File: src/rtl/booth_mul_seq.sv
// booth_mul_seq -- sequential radix-2 Booth multiplier for signed operands.
//
// One Booth step per clock: WIDTH RUN cycles after start acceptance the
// signed 2*WIDTH-bit product is loaded into result and done pulses for
// one cycle.
//
// Ports:
//   clk     rising-edge clock
//   rst     asynchronous active-high reset
//   start   multiply request, sampled only while ready=1
//   abort   synchronous cancel of an operation in RUN
//   M, Q    signed multiplicand / multiplier, captured on start acceptance
//   ready   high in IDLE
//   busy    high in RUN and DONE
//   done    one-cycle pulse when result becomes valid
//   result  signed product, held until the next completed operation
module booth_mul_seq #(
    parameter int WIDTH = 32
) (
    input  logic               clk,
    input  logic               rst,
    input  logic               start,
    input  logic               abort,
    input  logic [WIDTH-1:0]   M,
    input  logic [WIDTH-1:0]   Q,
    output logic               ready,
    output logic               busy,
    output logic               done,
    output logic [2*WIDTH-1:0] result
);

    localparam int CW = $clog2(WIDTH + 1);
    localparam logic [CW-1:0] LAST = CW'(WIDTH - 1);

    typedef enum logic [1:0] {
        IDLE = 2'd0,
        RUN  = 2'd1,
        DONE = 2'd2
    } state_t;

    state_t             state_q;
    logic [WIDTH:0]     a_q;
    logic [WIDTH:0]     a_d;
    logic [WIDTH-1:0]   m_q;
    logic [WIDTH-1:0]   qr_q;
    logic [WIDTH-1:0]   qr_d;
    logic               qm1_q;
    logic               qm1_d;
    logic [CW-1:0]      cnt_q;
    logic               ready_q;
    logic               busy_q;
    logic               done_q;
    logic [2*WIDTH-1:0] result_q;

    // One Booth step: conditional add/subtract, then arithmetic shift of
    // {A, Qreg, q_m1}. A carries one extra bit so -2^(WIDTH-1) cannot overflow.
    logic [WIDTH:0] m_ext;
    logic [WIDTH:0] sum;

    always_comb begin
        m_ext = {m_q[WIDTH-1], m_q};
        sum   = a_q;
        case ({qr_q[0], qm1_q})
            2'b01:   sum = a_q + m_ext;
            2'b10:   sum = a_q - m_ext;
            default: sum = a_q;
        endcase
        {a_d, qr_d, qm1_d} = {sum[WIDTH], sum, qr_q};
    end

    always_ff @(posedge clk or posedge rst) begin
        if (rst) begin
            state_q  <= IDLE;
            a_q      <= '0;
            m_q      <= '0;
            qr_q     <= '0;
            qm1_q    <= 1'b0;
            cnt_q    <= '0;
            ready_q  <= 1'b1;
            busy_q   <= 1'b0;
            done_q   <= 1'b0;
            result_q <= '0;
        end else begin
            case (state_q)
                IDLE: begin
                    // start wins over abort here; abort has no meaning in IDLE
                    if (start) begin
                        m_q     <= M;
                        a_q     <= '0;
                        qr_q    <= Q;
                        qm1_q   <= 1'b0;
                        cnt_q   <= '0;
                        state_q <= RUN;
                        ready_q <= 1'b0;
                        busy_q  <= 1'b1;
                    end
                end
                RUN: begin
                    if (abort) begin
                        state_q <= IDLE;
                        ready_q <= 1'b1;
                        busy_q  <= 1'b0;
                    end else begin
                        a_q   <= a_d;
                        qr_q  <= qr_d;
                        qm1_q <= qm1_d;
                        cnt_q <= cnt_q + 1'b1;
                        if (cnt_q == LAST) begin
                            result_q <= {a_d[WIDTH-1:0], qr_d};
                            state_q  <= DONE;
                            done_q   <= 1'b1;
                        end
                    end
                end
                DONE: begin
                    state_q <= IDLE;
                    ready_q <= 1'b1;
                    busy_q  <= 1'b0;
                    done_q  <= 1'b0;
                end
                default: begin
                    state_q <= IDLE;
                    ready_q <= 1'b1;
                    busy_q  <= 1'b0;
                    done_q  <= 1'b0;
                end
            endcase
        end
    end

    assign ready  = ready_q;
    assign busy   = busy_q;
    assign done   = done_q;
    assign result = result_q;

endmodule

File: config.mk
export PLATFORM = sky130hd
export DESIGN_NAME = booth_mul_seq
export DESIGN_NICKNAME = d
export VERILOG_FILES = /design/src/rtl/booth_mul_seq.sv
export SDC_FILE = /design/constraint.sdc
export NUM_CORES = 1
export LEC_CHECK = 0
export CELL_PAD_IN_SITES_DETAIL_PLACEMENT = 0
export CELL_PAD_IN_SITES_GLOBAL_PLACEMENT = 1
export CORE_UTILIZATION = 30
export CTS_CLUSTER_SIZE = 40
export DETAILED_ROUTE_END_ITERATION = 8
export DONT_BUFFER_PORTS = 1
export MAX_ROUTING_LAYER = met4
export PLACE_DENSITY = 0.59
export RECOVER_POWER = 50
export SKIP_CTS_REPAIR_TIMING = 1
export SYNTH_ARGS = -nofsm -noshare
export SYNTH_HDL_FRONTEND = slang
export SYNTH_SLANG_ARGS = --single-unit
File: constraint.sdc
create_clock -name clk -period 13.53 [get_ports clk]
set_input_delay 1.353 -clock clk [delete_from_list [all_inputs] [get_ports clk]]
set_output_delay 1.353 -clock clk [all_outputs]
set_load 0.02 [all_outputs]
After elaboration in Yosys (flattened, before gate mapping). Cells that the tools add are included.

Memories kept: 0. Bits in read-only memories: 0. RAM bits: 0. Flip-flop bits (word level): 173. Input bits: 68. Bits in latches: 0.

Add/sub/neg operators: 3. Shift operators: 0. Multipliers: 0. $lt $le $gt $ge: 0. Equal/unequal tests: 9. Reduce and logical (&&, ||, !) cells: 8. Bitwise operators: 2. Mux-type cells: 25. Div/mod/pow operators: 0.

Operators with widths (count): $pmux W33 S2 (2); $mux W33 (2); $mux W32 (2); $pmux W32 S2 (1); $add A33 B33 Y33 (1); $sub A33 B33 Y33 (1); $mux W6 (2); $pmux W6 S2 (1); $reduce_and A3 Y1 (3); $ne A2 B2 Y1 const B (4); $pmux W1 S2 (4); $mux W1 (7); $add A6 B1 Y6 const B (1); $eq A6 B5 Y1 const B (1); $mux W2 (3); $reduce_and A2 Y1 (3); $eq A2 B1 Y1 const B (2); $pmux W2 S2 (1); $ne A3 B3 Y1 const B (1); $eq A2 B2 Y1 const B (1); $logic_not A2 Y1 (1); $not A1 Y1 (2); $reduce_bool A2 Y1 (1).

Logic depth before layout (Yosys ltp). Gate-level depths: netlist (run 1).

Depth after elaboration: 4. Mapped depth: 19.

Least setup slack after synthesis (run 1). No wires, ideal clock.

Kind: reg2reg. From: register m_q[5]. To: register result_q[63], in the netlist result[63]. Buffers on the path: 1. Data arrival time: 3772 ps. Required time: 13410 ps. Period minus slack after synthesis: 3892 ps. Setup slack: 9638 ps. Library setup time: 120 ps. Stages on the path, launching flop included: 18. Path through: dfrtp_1 nor4_2 and4_1 and2b_1 and2b_1 nand2_1 o41ai_1 xor2_1 ha_1 clkbuf_1 a21o_1 a21o_1 a211oi_1 o31ai_1 a21o_1 a221oi_4 mux2i_1 nor2_1.

Word-level cells in the longest chain between the ends: 2. Elaborated cells between the ends (all ways): 3.

RTL lines: from (decl) (RTL line 44) `logic [WIDTH-1:0] m_q;`; from (signal assigned) (RTL line 75) `m_q <= '0;`; from (signal assigned) (RTL line 88) `m_q <= M;`; $sub A33 B33 Y33 / $add A33 B33 Y33 (equally long branches) (RTL line 65, 64); $pmux W33 S2 * (RTL line 63) `case ({qr_q[0], qm1_q})`; to (signal assigned) (RTL line 109) `result_q <= {a_d[WIDTH-1:0], qr_d};`; to (decl) (RTL line 53) `logic [2*WIDTH-1:0] result_q;`.

Every way passes the cells marked *; elsewhere a longest branch is shown, timed or not. A chain may end at the register's enable or synchronous reset.

==> results.tsv, run 1 <==
stage	metric	value	unit
final_layout	post-route-util	0.335	
critical_path	r2r_start	state_q[0]	
floorplan	core_area	0.0317	mm^2
critical_path	crit_chain	clkinvlp_2 > buf_4	
drt	vias_per_cell	5.08	
floorplan	ios	135	
placement	gp_congestion	0.815	
pwr	ir_drop	0.101	mV
logic_synthesis	synth_top_area_frac	0.441	
drt	initialDrtViolationCount	433	
cts	clk_latency	0.44	ns
floorplan	die_y	182	um
cts	cts_htree_levels	4	
logic_synthesis	ys_top_cells_by_area	dfrtp_1 44%, nand2_1 12%, ha_1 4.5%, nor2_1 3.8%, xnor2_1 3.4%	
global_routing	track_usage	0.179	
logic_synthesis	synthArstFlopShare	1.00	
pwr	powerDensity	230	mW/mm^2
cts	cts.sinks	172	
logic_synthesis	synth_area	0.00970	mm^2
critical_path	crit_buf_inv	2	
critical_path	worst_setup_path_start_kind	input pin	
logic_synthesis	synth-edff-count	0	
logic_synthesis	syn_area_per_cell	8.49	um^2
cts	cts_buffers	17	
critical_path	crit_start	rst	
timing	skew	0.00825	ns
placement	hpwl	19400	um
critical_path	crit_cells	2	
logic_synthesis	ys_ff_latch	172	
cts	cts_tree	done	
floorplan	rows	65	
floorplan	die_w	182	um
critical_path	end_kind	async pin	
global_routing	antenna_found_initial	0	
final_layout	fin_area	0.0106	mm^2
outcome	status	complete, but fails checks	
timing	fin_crit_sh	0.359	
critical_path	crit_slowest_cell	clkinvlp_2	
logic_synthesis	synthCells	1142	
floorplan	start_util	0.306	
flow_run	maxCapViolCount	5	
critical_path	crit_arrival	5.34	ns
logic_synthesis	ys_warn_count	0	
drt	ant_nets	0	
timing	min_period	4.86	ns
critical_path	required	14.01	ns
timing	slew_viol_final	302	
logic_synthesis	synth_top_area_cell	dfrtp_1	
critical_path	critPathTopFamily	buffers and inverters	
outcome	violations	max-capacitance violations, max-slew violations	
critical_path	crit_path_end	result[33]	
logic_synthesis	seq_area_frac_synth	0.444	
final_layout	nets	1211	
critical_path	reg2regPathDepth	7	
cts	clockBufferDepth	2	
critical_path	critPathMaxFanout	114	
placement	io_buffers	0	
drt	dr.pass1.iters	4	
timing	setup_ws	8.67	ns
cts	clk_pin_slew	0.07	ns
final_layout	syn_to_final_growth	9.47	%
global_routing	grt_pass1_wl	44500	um
final_layout	final_cell_mix	319 x nand2_1, 171 x dfrtp_1, 97 x nor2_1, 64 x o21ai_0, 54 x a21oi_1	
critical_path	crit_type	input pin to async pin	
pwr	totalPowerFinal	2.44	mW
min_path	hold_class	register to register	
critical_path	rrSetupSlack	8.77	ns
logic_synthesis	yosysUniqueCellTypes	76	
placement	pre_cts_ws	9.08	ns
global_routing	grt_pass1_vias	7540	
logic_synthesis	synth_fp_nets	1246	
placement	placedInstanceArea	0.0100	mm^2
floorplan	die-area	0.0330	mm^2
final_layout	final_common_cell	nand2_1	
timing	rsz0062_at_grt	no	
timing	setup_violations	0	
global_routing	grt_max_degree	115	
timing	worst_slew_pin_slew	5.25	ns
drt	drc	0	
drt	avgRoutedWirePerCell	18.4	um
critical_path	worst_path_largest_cell_delay	2.88	ns
logic_synthesis	ys.flop_type	dfrtp_1	
timing	setup_tns	0	ns
cts	root_buffer	clkbuf_16	
final_layout	drive_gt1_frac	0.0670	
pwr	power_leakage	4.94	nW
timing	hold_viol	0	
timing	max_clock_freq	0.206	GHz
timing	relSlewSlack	-2.52	
final_layout	antenna_cells	0	
global_routing	gr-total-overflow	0	
drt	vias	7731	
critical_path	r2r-end	cnt_q[2]	
drt	drt_wl_total	27900	um
area by class of cell:
type | instances | area [um^2]
Fill cell | 3386 | 21100
Tap cell | 402 | 503
Multi-Input combinational cell | 883 | 5050
Inverter | 21 | 80.1
Clock inverter | 9 | 110
Timing Repair Buffer | 12 | 71.3
Clock buffer | 22 | 494
Sequential cell | 172 | 4310
worst min path at each step:
| stage | from | end | slack [ns] | cells after the start |
|---|---|---|---|---|
| finish | qr_q[28] | result[27] | 0.50 | 2 |
| floorplan | qr_q[31] | result[30] | 0.46 | 2 |
| detailed placement | qr_q[4] | result[3] | 0.48 | 2 |
| global route | qr_q[16] | result[15] | 0.53 | 2 |
| global placement | qr_q[22] | result[21] | 0.48 | 2 |
| CTS | qr_q[4] | result[3] | 0.50 | 2 |
power by group:
group	internal, mW	switching, mW	total, mW
clock	0.296	0.218	0.514
combinational	0.468	0.755	1.22
sequential	0.609	0.0966	0.706
total	1.37	1.07	2.44
per-stage QoR:
stage | hold WS, ns | std cells
final | 0.497 | 1521
after global routing | 0.528 | 1521
after CTS | 0.500 | 1521
after detailed placement | 0.482 | 1490
after global placement | 0.483 | 1490
after floorplan | 0.461 | 1142
state kept, by name (all words and copies together) (netlist names), 2 cells and up:
name	flops
cnt_q	6
state_q	2
a_q	32
result	64
m_q	32
qr_q	32
layer usage:
| metal | GRT usage | wire length [um] | vias up |
|---|---|---|---|
| li1 | - | - | 3852 |
| met1 | 0.252 | 14100 | 3707 |
| met2 | 0.258 | 12300 | 152 |
| met3 | 0.0367 | 1160 | 20 |
| met4 | 0.0522 | 414 | 0 |
| met5 | - | 0 | - |
logic make-up after synthesis:
kind of cell / count (synthesis) / synth area share
fa+ha+maj: 36 / 0.0472
xor+xnor: 58 / 0.0532
simple gates: 524 / 0.237
mux: 20 / 0.0219
compound gates: 245 / 0.161
flops: 172 / 0.444
buf+inv: 87 / 0.0361
Yosys cell counts, types with 4 or more instances:
cell type / n
a22o_1: 9
o21a_1: 4
nor2b_1: 7
xor2_1: 19
o21bai_1: 4
a21oi_1: 54
a221oi_1: 5
o31ai_1: 4
nand2_1: 320
buf_2: 5
mux2_2: 10
clkbuf_1: 51
nand2b_1: 8
a32oi_1: 4
nor2_1: 98
and4_1: 6
dfrtp_1: 171
ha_1: 35
or3_1: 4
o21ai_0: 64
a31oi_1: 43
mux2i_1: 10
inv_1: 20
o21ai_1: 4
a211oi_1: 6
nand4_1: 11
a21o_1: 16
and3_1: 10
buf_1: 7
nor3_1: 13
nand3_1: 14
xnor2_1: 38
Note: power is estimated with default switching activity, not from simulation.
==> inputs of run 2 (changes only) <==
- clock period: 13.53 -> 4.6 ns (I/O delays scaled with it)
==> run 2 against run 1 <==
  * The flow still finishes with violations (max-capacitance violations, max-slew violations)
  * Combinational power rose to 3.0 times the previous value
  * Worst hold slack lost 0.39 ns
  * Critical path depth grew 16
  * First-iteration DRC count increased by 4.4%
  * Routed wire length is 0.93% lower
  * Sequential share of layout area is 0.13 points lower
  * Setup slack worse by 8.3 ns
  * Utilization rose by 0.11 points
  * Non-clock buffer count is 7 higher
  * Register-to-register slack lost 8.4 ns
  * Global-route usage up 0.12 points
  * Power rose to 2.9 times the previous value
  * Largest cell class unchanged
  * Highest routed layer unchanged
==> results.tsv, run 2 (synthesis gave the netlist of run 1 again) <==
stage	metric	value	unit	change
timing	setup_tns	0	ns	unchanged
outcome	status	complete, but fails checks		
drt	vias	7767		+0.47%
pwr	power_leakage	4.96	nW	+0.45%
critical_path	crit_type	register to register		
cts	root_buffer	clkbuf_16		
global_routing	gr-total-overflow	0		unchanged
final_layout	antenna_cells	0		unchanged
timing	fin_crit_sh	0.927		
timing	relSlewSlack	-0.527		+1.99
pwr	ir_drop	0.358	mV	+250%
critical_path	crit_slowest_cell	dfrtp_1		
global_routing	track_usage	0.180		+0.00123
critical_path	worst_path_largest_cell_delay	0.44	ns	-2.44 ns
global_routing	grt_pass1_vias	7740		+2.7%
critical_path	reg2regPathDepth	18		+11
critical_path	rrSetupSlack	0.34	ns	-8.43 ns
critical_path	crit_arrival	4.60	ns	-0.74 ns
min_path	holdPathStages	2		unchanged
critical_path	end_kind	register		
critical_path	crit_buf_inv	2		unchanged
timing	max_clock_freq	0.235	GHz	
floorplan	die_y	182	um	unchanged
timing	worst_slew_pin_slew	2.29	ns	-2.96 ns
cts	cts_tree	done		
cts	clockBufferDepth	2		unchanged
cts	cts.sinks	172		unchanged
pwr	powerDensity	672	mW/mm^2	+190%
floorplan	start_util	0.306		unchanged
critical_path	critPathTopFamily	simple AND/OR/NAND/NOR gates		
timing	hold_viol	0		unchanged
final_layout	final_cell_mix	318 x nand2_1, 171 x dfrtp_1, 97 x nor2_1, 64 x o21ai_0, 54 x a21oi_1		
cts	cts_buffers	17		unchanged
final_layout	nets	1218		+0.58%
floorplan	core_area	0.0317	mm^2	unchanged
cts	clk_pin_slew	0.07	ns	about the same
critical_path	required	4.94	ns	-9.07 ns
cts	cts_htree_levels	4		unchanged
timing	skew	0.0184	ns	+0.0101 ns
final_layout	largest_reg_flops	64		unchanged
floorplan	ios	135		unchanged
floorplan	die_w	182	um	unchanged
min_path	hold_class	input pin to register		
placement	io_buffers	0		unchanged
final_layout	nFillCells	3351		-1.0%
final_layout	final_common_cell	nand2_1		
drt	dr.pass1.iters	4		unchanged
timing	min_period	4.26	ns	
final_layout	drive_gt1_frac	0.0763		+0.00928
floorplan	rows	65		unchanged
drt	ant_nets	0		unchanged
drt	drt_wl_total	27700	um	-0.93%
flow_run	maxCapViolCount	3		-2
placement	gp_congestion	0.861		+5.6%
timing	timing.hold.ws	0.109	ns	-0.388 ns
drt	initialDrtViolationCount	452		+4.4%
min_path	worstHoldStart	M[16]		
drt	vias_per_cell	5.08		about the same
timing	setup_violations	0		unchanged
drt	drc	0		unchanged
global_routing	grt_pass1_wl	44800	um	+0.64%
drt	avgRoutedWirePerCell	18.1	um	-1.5%
global_routing	antenna_found_initial	0		unchanged
timing	slew_viol_final	235		-22%
outcome	violations	max-capacitance violations, max-slew violations		
cts	clk_latency	0.46	ns	+0.02 ns
critical_path	crit_chain	nor4_4 > and4_1 > and2b_1 > and2b_1 > nand2_1 > nor2_1 > nor2_1 > xnor2_1 > ha_1 > inv_1 > o21bai_1 > a21o_1 > a2111oi_0 > nor4b_1 > nor4b_2 > buf_4 > or4_1 > nand3_1		
global_routing	grt_max_degree	158		+37%
timing	rsz0062_at_grt	no		
floorplan	die-area	0.0330	mm^2	unchanged
critical_path	r2r_start	m_q[5]		
min_path	whs_endpoint	m_q[16]		
critical_path	worst_setup_path_start_kind	register		
placement	hpwl	19500	um	+0.76%
critical_path	r2r-end	a_q[28]		
critical_path	critPathMaxFanout	5		-96%
final_layout	syn_to_final_growth	9.83	%	
## run 2: cell count changes in the layout (fill, tap and decap cells not counted), sizes merged
cell	change
buf	+8
bufinv	-2
clkbuf	-7
clkinv	+3
clkinvlp	-1
dlygate4sd3	+1
inv	+6
## run 2: how the worst max path moves through the flow
stage / cells after the start / slack [ns] / endpoint / start
floorplan: 17 / 0.71 / result[63] / m_q[5]
global placement: 17 / 0.32 / result[61] / m_q[5]
detailed placement: 17 / 0.26 / result[60] / m_q[5]
CTS: 17 / 0.24 / result[60] / m_q[5]
global route: 17 / 0.02 / result[61] / m_q[5]
finish: 18 / 0.34 / a_q[28] / m_q[5]
## run 2: stage by stage
| stage | power (mW) | utilization | area, um^2 | instances | setup WS [ns] |
|---|---|---|---|---|---|
| CTS | 7.21 | 0.336 | 10600 | 1527 | 0.240 |
| detailed placement | 5.76 | 0.318 | 10100 | 1495 | 0.255 |
| floorplan | 4.81 | - | 9700 | 1142 | 0.708 |
| global route | 7.74 | 0.336 | 10700 | 1529 | 0.0195 |
| finish | 7.15 | 0.336 | 10700 | 1529 | 0.336 |
| global placement | 5.76 | 0.318 | 10100 | 1495 | 0.317 |
## run 2: cell type report
cell class,instances,area (um^2),share of cell area
clock buffers,17,425,0.0399
multi-input cells,883,5060,0.476
inverters,21,80.1,0.00752
repair buffers,19,138,0.0129
well taps,402,503,0.0472
flip-flops and latches,172,4310,0.404
clock inverters,15,134,0.0126
## run 2: layer usage
metal | part of all wire | global-route usage | vias to the layer above | wire length, um
met5 | 0 | - | - | 0
met2 | 0.43 | 0.257 | 152 | 11800
met4 | 0.015 | 0.0508 | 0 | 411
li1 | - | - | 3876 | -
met3 | 0.046 | 0.0397 | 22 | 1260
met1 | 0.51 | 0.255 | 3717 | 14200
## run 2: power breakdown
part | switching [mW] | internal (mW)
Combinational | 2.25 | 1.42
Clock | 0.698 | 0.711
Sequential | 0.291 | 1.79
Total | 3.24 | 3.92
## run 2: worst register-to-register path, cell delays in order (launching register included)
cell and delay, ns:
dfrtp_1 0.44, nor4_4 0.38, and4_1 0.26, and2b_1 0.22, and2b_1 0.21, nand2_1 0.11, nor2_1 0.12, nor2_1 0.06
xnor2_1 0.28, ha_1 0.35, inv_1 0.14, o21bai_1 0.10, a21o_1 0.21, a2111oi_0 0.43, nor4b_1 0.13, nor4b_2 0.41
buf_4 0.18, or4_1 0.09, nand3_1 0.06
